===== src/rtl/palette_color_pipeline.sv =====
// Two-stage pixel colouriser: palette lookup, ball, background gradient and line-clear flash.
// Optional feature macro: GHOST_SHADE_EN (half-intensity ghost piece pixels).
module palette_color_pipeline #(
  parameter int          CW           = 8,
  parameter int          IDX_W        = 3,
  parameter int          FLASH_FRAMES = 8,
  parameter logic [7:0]  BG_R         = 8'h1f,
  parameter logic [7:0]  BG_B         = 8'h7f
) (
  input  logic              Clk,
  input  logic              Reset_n,
  input  logic              frame_start,
  input  logic              pix_valid_in,
  input  logic [9:0]        DrawX,
  input  logic [9:0]        DrawY,
  input  logic              play_area,
  input  logic              is_ball,
  input  logic [IDX_W-1:0]  block_type,
  input  logic              flash_row,
  input  logic              ghost,
  input  logic              pal_wr_en,
  input  logic [IDX_W-1:0]  pal_wr_idx,
  input  logic [3*CW-1:0]   pal_wr_rgb,
  output logic              pix_valid_out,
  output logic [CW-1:0]     VGA_R,
  output logic [CW-1:0]     VGA_G,
  output logic [CW-1:0]     VGA_B
);

  localparam int DEPTH = 2**IDX_W;
  localparam int FW    = (FLASH_FRAMES > 1) ? $clog2(FLASH_FRAMES) : 1;
  localparam logic [CW-1:0] FULL = '1;

  // Colour constants are written on an 8-bit scale; keep the top CW bits.
  function automatic logic [CW-1:0] scale8(input logic [7:0] v);
    return v[7 -: CW];
  endfunction

  function automatic logic [3*CW-1:0] default_entry(input int idx);
    logic [23:0] rgb8;
    case (idx)
      1:       rgb8 = 24'h00ffff;
      2:       rgb8 = 24'h0000ff;
      3:       rgb8 = 24'hffa500;
      4:       rgb8 = 24'hffff00;
      5:       rgb8 = 24'h008000;
      6:       rgb8 = 24'hff0000;
      7:       rgb8 = 24'hff00ff;
      default: rgb8 = 24'h000000;
    endcase
    return {scale8(rgb8[23:16]), scale8(rgb8[15:8]), scale8(rgb8[7:0])};
  endfunction

  logic [3*CW-1:0] palette [DEPTH];

  always_ff @(posedge Clk or negedge Reset_n) begin
    if (!Reset_n) begin
      for (int i = 0; i < DEPTH; i++) palette[i] <= default_entry(i);
    end else if (pal_wr_en) begin
      palette[pal_wr_idx] <= pal_wr_rgb;
    end
  end

  logic [FW-1:0] flash_cnt;
  logic          flash_phase;

  always_ff @(posedge Clk or negedge Reset_n) begin
    if (!Reset_n) begin
      flash_cnt   <= '0;
      flash_phase <= 1'b0;
    end else if (frame_start) begin
      if (flash_cnt == FW'(FLASH_FRAMES - 1)) begin
        flash_cnt   <= '0;
        flash_phase <= ~flash_phase;
      end else begin
        flash_cnt <= flash_cnt + 1'b1;
      end
    end
  end

  // Stage 1: capture control, coarse X and the palette entry (pre-write value on a same-cycle write).
  logic            s1_valid, s1_play, s1_ball, s1_flash;
  logic [6:0]      s1_xcoarse;
  logic [3*CW-1:0] s1_pal;
`ifdef GHOST_SHADE_EN
  logic            s1_ghost;
`endif

  always_ff @(posedge Clk or negedge Reset_n) begin
    if (!Reset_n) begin
      s1_valid   <= 1'b0;
      s1_play    <= 1'b0;
      s1_ball    <= 1'b0;
      s1_flash   <= 1'b0;
      s1_xcoarse <= '0;
      s1_pal     <= '0;
`ifdef GHOST_SHADE_EN
      s1_ghost   <= 1'b0;
`endif
    end else begin
      s1_valid   <= pix_valid_in;
      s1_play    <= play_area;
      s1_ball    <= is_ball;
      s1_flash   <= flash_row;
      s1_xcoarse <= DrawX[9:3];
      s1_pal     <= palette[block_type];
`ifdef GHOST_SHADE_EN
      s1_ghost   <= ghost;
`endif
    end
  end

  logic [CW-1:0] pal_r, pal_g, pal_b, bg_b, x_cw;
  logic [CW-1:0] nxt_r, nxt_g, nxt_b;

  assign pal_r = s1_pal[3*CW-1:2*CW];
  assign pal_g = s1_pal[2*CW-1:CW];
  assign pal_b = s1_pal[CW-1:0];
  assign bg_b  = scale8(BG_B);
  assign x_cw  = scale8({1'b0, s1_xcoarse});

  // Stage 2 colour select; bubbles produce black.
  always_comb begin
    nxt_r = '0;
    nxt_g = '0;
    nxt_b = '0;
    if (s1_valid) begin
      if (s1_play && s1_flash && flash_phase) begin
        nxt_r = FULL;
        nxt_g = FULL;
        nxt_b = FULL;
      end else if (s1_play) begin
        nxt_r = pal_r;
        nxt_g = pal_g;
        nxt_b = pal_b;
`ifdef GHOST_SHADE_EN
        if (s1_ghost && !s1_flash) begin
          nxt_r = pal_r >> 1;
          nxt_g = pal_g >> 1;
          nxt_b = pal_b >> 1;
        end
`endif
      end else if (s1_ball) begin
        nxt_r = FULL;
      end else begin
        nxt_r = scale8(BG_R);
        nxt_b = (bg_b > x_cw) ? (bg_b - x_cw) : '0;
      end
    end
  end

  always_ff @(posedge Clk or negedge Reset_n) begin
    if (!Reset_n) begin
      pix_valid_out <= 1'b0;
      VGA_R         <= '0;
      VGA_G         <= '0;
      VGA_B         <= '0;
    end else begin
      pix_valid_out <= s1_valid;
      VGA_R         <= nxt_r;
      VGA_G         <= nxt_g;
      VGA_B         <= nxt_b;
    end
  end

  // Row coordinate and fine X bits carry no colour information here.
  logic unused_bits;
`ifdef GHOST_SHADE_EN
  assign unused_bits = ^{DrawY, DrawX[2:0]};
`else
  assign unused_bits = ^{DrawY, DrawX[2:0], ghost};
`endif

endmodule


===== config.mk =====
export PLATFORM = sky130hd
export DESIGN_NAME = palette_color_pipeline
export DESIGN_NICKNAME = d
export VERILOG_FILES = /design/src/rtl/palette_color_pipeline.sv
export SDC_FILE = /design/constraint.sdc
export NUM_CORES = 1
export LEC_CHECK = 0
export CAP_MARGIN = 15
export CORE_MARGIN = 8
export CORE_UTILIZATION = 58
export DETAILED_ROUTE_END_ITERATION = 8
export PLACE_DENSITY = 0.8
export SLEW_MARGIN = 30
export SYNTH_ARGS = -nofsm -noshare
export SYNTH_HDL_FRONTEND = slang
export SYNTH_SLANG_ARGS = --single-unit

===== constraint.sdc =====
create_clock -name Clk -period 1.49 [get_ports Clk]
set_input_delay 0.298 -clock Clk [delete_from_list [all_inputs] [get_ports Clk]]
set_output_delay 0.298 -clock Clk [all_outputs]
set_load 0.05 [all_outputs]

# ---- Word level (Yosys, flattened, before mapping)
# Cells that the tools add are included.
dict set report totals {
  register_bits 256
  in_bits 59
  out_inout_bits 25
  wordCells 53
}
dict set report classes {
  addsub 2
  n_lt_le_gt_ge 4
  n_eq_ne 1
  n_mux 19
  n_bitwise 3
  n_reduce_logical 4
}
# cell n
set op_table {}
lappend op_table {{192-bit bitwise mux} 1}
lappend op_table {{8-bit 2-to-1 mux} 12}
lappend op_table {{24-bit binary-select mux with 3-bit select} 1}
lappend op_table {{24-bit demux with 3-bit select} 1}
lappend op_table {{24-bit 2-to-1 mux} 3}
lappend op_table {{4-bit greater-or-equal comparator, second input constant} 2}
lappend op_table {{3-bit inverter with 4-bit output} 2}
lappend op_table {{7-bit by 7-bit subtractor with 8-bit output, first input constant} 1}
lappend op_table {{7-bit greater-than comparator, first input constant} 1}
lappend op_table {{4-bit by 1-bit less-than comparator with 1-bit output, second input constant} 1}
lappend op_table {{3-bit by 1-bit adder with 3-bit output, second input constant} 1}
lappend op_table {{3-bit equality test, second input constant} 1}
lappend op_table {{1-bit logical AND} 3}
lappend op_table {{3-bit 2-to-1 mux} 1}
lappend op_table {{2-bit AND reduction} 1}
lappend op_table {{1-bit inverter} 1}

# ---- Logic depth before layout (Yosys ltp)
# Gate-level depths: netlist of the first run.
dict set report logic_depth {
  depth_word 6
  ltp_mapped 5
  mapped_depth_nobuf 4
}

# ---- Least setup slack after synthesis of the first run
# Ideal clock, no wire load.
dict set report synth_path {
  kind {input-to-reg}
  from {input port pal_wr_idx[2]}
  to {register palette[76] (netlist bit)}
  setup_time_ps 125
  arrival_time_ps 1393
  t_required_ps 1365
  path_slack_ps -28
  cell_stages 5
  n_path_buf 3
  cell_sequence {buf_2 nor4bb_1 buf_2 buf_4 mux2_2}
}
dict set report synth_via {
  elab_chain_cells 6
  elab_cells_between_ends 7
  cone_classes {2 x order compare; 3 x mux; 1 x bitwise; 1 x reduce/logical}
}
# item line
set synth_lines {}
lappend synth_lines {{start: declaration} 22} ;# input logic [IDX_W-1:0] pal_wr_idx,
lappend synth_lines {{3-bit inverter with 4-bit output (not written as such) *} 60} ;# palette[pal_wr_idx] <= pal_wr_rgb;
lappend synth_lines {{4-bit greater-or-equal comparator (not written as such) or 4-bit by 1-bit less-than comparator with 1-bit output (tied branches)} 60}
lappend synth_lines {{1-bit logical AND (not written as such)} 60}
lappend synth_lines {{24-bit 2-to-1 mux (not written as such)} 60}
lappend synth_lines {{24-bit demux with 3-bit select *} 60}
lappend synth_lines {{192-bit bitwise mux *} 60}
lappend synth_lines {{end signal: indexed assignment} 60}
lappend synth_lines {{end: declaration} 54} ;# logic [3*CW-1:0] palette [DEPTH];
# Mark *: on every way between the ends. The rest lies on a longest branch, timed or not.
# A chain may end at the register's enable or synchronous reset.

# ---- Worst setup path after layout of the first run
dict set report layout_path {
  from {input port pal_wr_idx[0]}
  to {register palette[129] (netlist bit)}
}
# Same word-level chain as after synthesis.

==> run_results.csv, run 1 <==
group,metric,value,unit
run_status,outcome,"complete, no violations",
logic_synthesis,synth_xor_area_share,0.0813,%
logic_synthesis,synth_seq_cells,256,
logic_synthesis,netlist.top_cell.by_area,"dfrtp_1",
logic_synthesis,synth_top_area_share,41.6,%
timing,setup_viol,0,
logic_synthesis,synthAdderAreaFrac,0.232,%
grt,grt_pass1_wl,37400,um
timing,layout_setup_ws,5.55,ps
logic_synthesis,synth.most_common_cell,"dfrtp_1",
layout,num_antenna_cells,0,
route,dr.pass1.iters,4,
route,vias,5919,
layout,finalNetCount,779,
place,place_ws,-633,ps
logic_synthesis,syn_area_per_cell,17.4,um^2
timing,fin_tns_setup,0,ps
floorplan,dieArea,23200,um^2
timing,slew_headroom,65.7,%
layout,fillCellCount,1086,
logic_synthesis,synthTopCellsByCount,"dfrtp_1 (179), mux2_2 (164), dfstp_2 (77)",
power_and_ir_drop,p_leak,5.62,nW
critical_path,crit_chain,"clkdlybuf4s50_1, buf_4, nor4bb_4, buf_4, clkbuf_16, mux2_1",
critical_path,crit_slowest_cell,"clkdlybuf4s50_1",
route,drc,0,
route,antenna_left,0,
critical_path,start_kind,"input pin",
logic_synthesis,synth_compound_area_share,2.46,%
floorplan,die_width,152,um
place,routabilityCongestion,0.745,
timing,finalHoldViolCount,0,
layout,area_growth_syn_to_layout,23.9,%
logic_synthesis,ys_async_sr_fraction,100,%
clock_tree,cts_max_path_buffers,3,
grt,antenna_found_initial,1,
critical_path,critPathArrivalTime,1880,ps
critical_path,crit_family,"buffers and inverters",
timing,fin_skew,9.96,ps
place,port_buffers,69,
critical_path,crit_path_max_incr_delay,400,ps
logic_synthesis,synth_top_family_by_area,"multiplexers",
clock_tree,clk_latency,520,ps
timing,slew_viol_final,0,
critical_path,worstSetupEndpointType,"flop",
power_and_ir_drop,power_density,1500,nW/um^2
timing,tightest_slew,508,ps
logic_synthesis,synth_nets,679,
floorplan,rows,50,
timing,hold_slack,216,ps
clock_tree,cts-root-buf,"clkbuf_16",
logic_synthesis,synth_warnings,0,
critical_path,cp.depth,6,
timing,min_period,1480,ps
logic_synthesis,synth-edff-count,0,
critical_path,crit_path_frequent_cell,"buf_4",
job,maxCapViolations,0,
floorplan,io_pins,84,
clock_tree,cts_tree,"done",
clock_tree,htree_levels,1,
critical_path,cp_num_buf_inv,4,
timing,fmax,0.674,GHz
critical_path,crit_fanout,12,
logic_synthesis,postSynthCellCount,618,
grt,grt_remaining_overflow,0,
critical_path,cp.required,1880,ps
critical_path,r2r.worst_path.cells,3,
logic_synthesis,ys_seq_area_share,60.3,%
logic_synthesis,yosys.area_share.simple,1.01,%
route,wl_per_cell,24.4,um
layout,drive_gt1_share,56.5,%
logic_synthesis,synthDistinctLibCells,30,
logic_synthesis,synth_area,10800,um^2
layout,final_util,72.3,%
floorplan,core,18500,um^2
grt,first_global_vias,6657,
floorplan,dieHeight,152,um
floorplan,floorplan.initialDensity,58.4,%
route,viasPerCell,6.09,
logic_synthesis,synth-main-ff-cell,"dfrtp_1",
worst_hold_path,hold_class,"in -> async",
grt,grt_max_degree,66,
grt,grt_usage,20.3,%
route,drt_iter0_markers,293,
route,routed_wl,23700,um
critical_path,crit_type,"in -> reg",
logic_synthesis,synthTopCellsByArea,"dfrtp_1 (42%), dfstp_2 (19%), mux2_2 (17%), mux4_2 (10%), mux2_1 (4.4%)",
clock_tree,numCtsBuffers,27,
timing,post-route-period-util,99.6,%
clock_tree,clk_pin_slew_worst_paths,60,ps
place,dpl.hpwl,14600,um
logic_synthesis,synth.area.mux_share,33.3,%
power_and_ir_drop,ir_drop,0.907,mV
clock_tree,cts_sinks,256,
-- cell type report --
cell class	count	area (um^2)	share of cell area, %
well taps	234	293	2.19
clock buffers	42	792	5.93
multi-input cells	316	4040	30.3
repair buffers	113	1590	11.9
inverters	4	15.0	0.112
flip-flops and latches	256	6500	48.7
clock inverters	7	113	0.843
-- sequential cells by signal, indices dropped and copies added (netlist names) --
signal         count
palette          192
s1_pal            24
VGA_B              8
VGA_G              8
VGA_R              8
s1_xcoarse         7
flash_cnt          3
flash_phase        1
pix_valid_out      1
s1_ball            1
s1_flash           1
s1_play            1
s1_valid           1
-- per-layer routing --
metal	up-vias	global-route usage (%)	part of all wire, %
met5	-	0	0.055
met4	2	4.90	2.4
met3	51	3.94	5.2
met2	173	34.6	51
met1	3200	26.3	41
li1	2493	-	-
-- cell families after synthesis --
kind of cell / after synthesis
mux: 267
flops: 256
simple gates: 12
buf+inv: 46
compound gates: 34
fa+ha+maj: 2
xor+xnor: 1
-- cell usage in the layout (no fill, tap or decap), drive strengths merged, types with 2 or more instances in the layout --
cell             n
o21bai           7
mux2           218
and2             2
bufinv           3
clkbuf          46
dlygate4sd2      2
o311a            7
ha               2
dfrtp          179
o21a            14
clkdlybuf4s50   39
nor4bb           3
a21oi            3
nand4b           3
inv              4
buf             67
clkinv           3
mux4            48
dfstp           77
-- where the power goes --
group,internal (mW),switching [mW]
sequential,8.78,0.781
combinational,2.22,1.43
clock,4.15,2.60
-- worst paths after layout --
kind,start,slack [ps],endpoint
max in group asynchronous,Reset_n,610,palette[106]$_DFFE_PN1P_
min in group Clk,DrawX[3],220,s1_xcoarse[0]$_DFF_PN0_
setup / recovery,pal_wr_idx[0],6,palette[129]$_DFFE_PN0P_
hold reg to reg,s1_pal[18]$_DFF_PN0_,460,VGA_R[2]$_DFF_PN0_
setup reg to reg,s1_play$_DFF_PN0_,130,VGA_R[7]$_DFF_PN0_
hold / removal,Reset_n,220,palette[142]$_DFFE_PN0P_
-- through the flow --
step                      std cells  power (mW)  area (um^2)
after CTS                       965        20.1        13200
after floorplan                 618        11.8        10800
after global routing            972        20.8        13400
after detailed placement        913        13.3        12300
after global placement          913        12.9        12300
final                           972        20.0        13400
-- timing repair --
item,4_1_cts,5_1_grt
cloned,1,4
resized for setup,2,3
pin swaps,1,2
hold buffers,1,0
buffers inserted,1,3
hold endpoints to repair,190,0
setup endpoints to repair,53,30
Note: power is estimated with default switching activity, not from simulation.
==> inputs of run 2 (changes only) <==
- CAP_MARGIN: 15 -> unset
- CORE_UTILIZATION: 58 -> 60
- CTS_BUF_LIST: unset -> sky130_fd_sc_hd__clkbuf_8
- PLACE_DENSITY: 0.8 -> 0.83
==> run_results.csv, run 2 (synthesis results as in run 1) <==
group,metric,value,unit
run_status,outcome,"complete, no violations",
power_and_ir_drop,total_power,19.2,mW
critical_path,cp.required,1900,ps
timing,min_period,1440,ps
critical_path,crit_path_max_incr_delay,380,ps
clock_tree,numCtsBuffers,42,
place,dpl.hpwl,14300,um
route,viasPerCell,5.95,
layout,num_antenna_cells,0,
route,met3_length,1530,um
route,drc,0,
route,vias,5941,
place,place_ws,-591,ps
clock_tree,cts-root-buf,"clkbuf_8",
critical_path,crit_slowest_cell,"nor4bb_4",
critical_path,crit_type,"in -> reg",
floorplan,io_pins,84,
timing,slew_headroom,63.0,%
floorplan,core,17800,um^2
grt,grt_pass1_wl,37100,um
floorplan,floorplan.initialDensity,60.6,%
clock_tree,cts_sinks,256,
route,wl_met2,11900,um
critical_path,worstSetupStartpoint,"pal_wr_idx[1]",
critical_path,cp_num_buf_inv,4,
clock_tree,cts_tree,"done",
floorplan,die_width,150,um
route,wl_per_cell,23.9,um
critical_path,crit_family,"buffers and inverters",
route,top_layer,"met4",
timing,fmax,0.694,GHz
layout,final_cell_mix,"dfrtp_1 (179), mux2_2 (157), dfstp_2 (77)",
route,drt_iter0_markers,414,
floorplan,rows,49,
critical_path,cp.depth,6,
critical_path,crit_fanout,6,
grt,first_global_vias,6707,
grt,grt_remaining_overflow,0,
layout,drive_gt1_share,57.3,%
critical_path,critPathArrivalTime,1850,ps
clock_tree,clk_latency,530,ps
floorplan,dieHeight,150,um
critical_path,r2r-start,"s1_play$_DFF_PN0_",
layout,top_regs,"palette x192, s1_pal x24",
timing,tightest_slew,551,ps
critical_path,r2r.worst_path.cells,2,
job,maxCapViolations,0,
critical_path,reg2reg_slack,150,ps
layout,final_common_cell,"dfrtp_1",
timing,slew_viol_final,0,
timing,setup_viol,0,
critical_path,worstSetupEndpointType,"flop",
clock_tree,htree_levels,2,
power_and_ir_drop,power_density,1440,nW/um^2
clock_tree,cts_max_path_buffers,3,
route,antenna_left,0,
timing,grt_setup_unrepaired,"no",
timing,layout_setup_ws,49.8,ps
floorplan,dieArea,22500,um^2
route,dr.pass1.iters,4,
critical_path,endpoint,"palette[75]$_DFFE_PN0P_",
grt,grt_max_degree,63,
timing,finalHoldViolCount,0,
layout,finalNetCount,797,
power_and_ir_drop,p_leak,5.74,nW
critical_path,regToRegEndpoint,"VGA_R[6]$_DFF_PN0_",
timing,fin_skew,12.6,ps
worst_hold_path,hold_class,"in -> async",
critical_path,start_kind,"input pin",
place,port_buffers,69,
power_and_ir_drop,ir_drop,0.899,mV
route,drt-met1-wl,9830,um
grt,antenna_found_initial,0,
place,routabilityCongestion,0.766,
route,routed_wl,23800,um
layout,largest_reg_flops,192,
timing,post-route-period-util,96.7,%
layout,top_register,"palette",
critical_path,crit_path_frequent_cell,"buf_4",
clock_tree,clk_pin_slew_worst_paths,60,ps
layout,area_growth_syn_to_layout,23.7,%
critical_path,crit_chain,"dlygate4sd2_1, buf_4, nor4bb_4, buf_4, clkbuf_16, mux2_1",
grt,grt_usage,21.4,%
[run 2: cell count changes in the layout (fill, tap and decap cells not counted), sizes merged]
| cell | change |
|---|---|
| inv | +17 |
| clkdlybuf4s50 | -2 |
| bufbuf | +1 |
| clkbuf | +13 |
| clkinv | +3 |
| bufinv | -3 |
| dlymetal6s2s | +2 |
| buf | +2 |
| clkinvlp | -1 |
[run 2: layout make-up]
cell class                      instances  area, um^2
Clock buffer                           55         757
Multi-Input combinational cell        316        4070
Clock inverter                         23        93.8
Tap cell                              229         287
Timing Repair Buffer                  116        1600
Fill cell                            1013        4450
Inverter                                4        15.0
Sequential cell                       256        6500
[run 2: how the worst min path moves through the flow]
stage,start,to,slack [ps],depth (start not counted)
finish,Reset_n,palette[142]$_DFFE_PN0P_,200,2
global route,DrawX[8],s1_xcoarse[5]$_DFF_PN0_,190,1
CTS,Reset_n,palette[142]$_DFFE_PN0P_,190,2
detailed placement,Reset_n,palette[141]$_DFFE_PN0P_,160,1
global placement,Reset_n,palette[141]$_DFFE_PN0P_,160,1
floorplan,Reset_n,VGA_B[0]$_DFF_PN0_,2,0
[run 2: metal layers]
layer,global-route usage [%],up-vias
met5,0,-
li1,-,2548
met1,28.6,3178
met4,7.90,0
met3,3.93,40
met2,34.7,175
[run 2: what timing repair did]
item                                    CTS  global route
hold buffers                              1             0
resized for setup                         2            12
cloned                                    1             5
endpoints found under the setup margin   14            64
hold endpoints to repair                186             0
buffers inserted                          1             2
pin swaps                                 1             3
[run 2: where the power goes]
| group | leakage, nW | internal [mW] | total (mW) | switching (mW) |
|---|---|---|---|---|
| combinational | 2.26 | 2.26 | 3.71 | 1.45 |
| sequential | 2.98 | 8.78 | 9.54 | 0.760 |
| clock | 0.509 | 3.30 | 5.99 | 2.69 |
| total | 5.74 | 14.3 | 19.2 | 4.90 |
[run 2: through the flow]
stage / hold slack (ps) / util, % / cell area (um^2) / instances / TNS, ps
3_3_place_gp: 157 / 69.0 / 12300 / 911 / -84590
6_report: 203 / 75.0 / 13300 / 999 / 0
3_5_place_dp: 161 / 69.0 / 12300 / 911 / -94580
4_1_cts: 188 / 74.0 / 13200 / 992 / 0
2_1_floorplan: 2.41 / - / 10800 / 618 / -394
5_1_grt: 194 / 75.0 / 13300 / 999 / 0
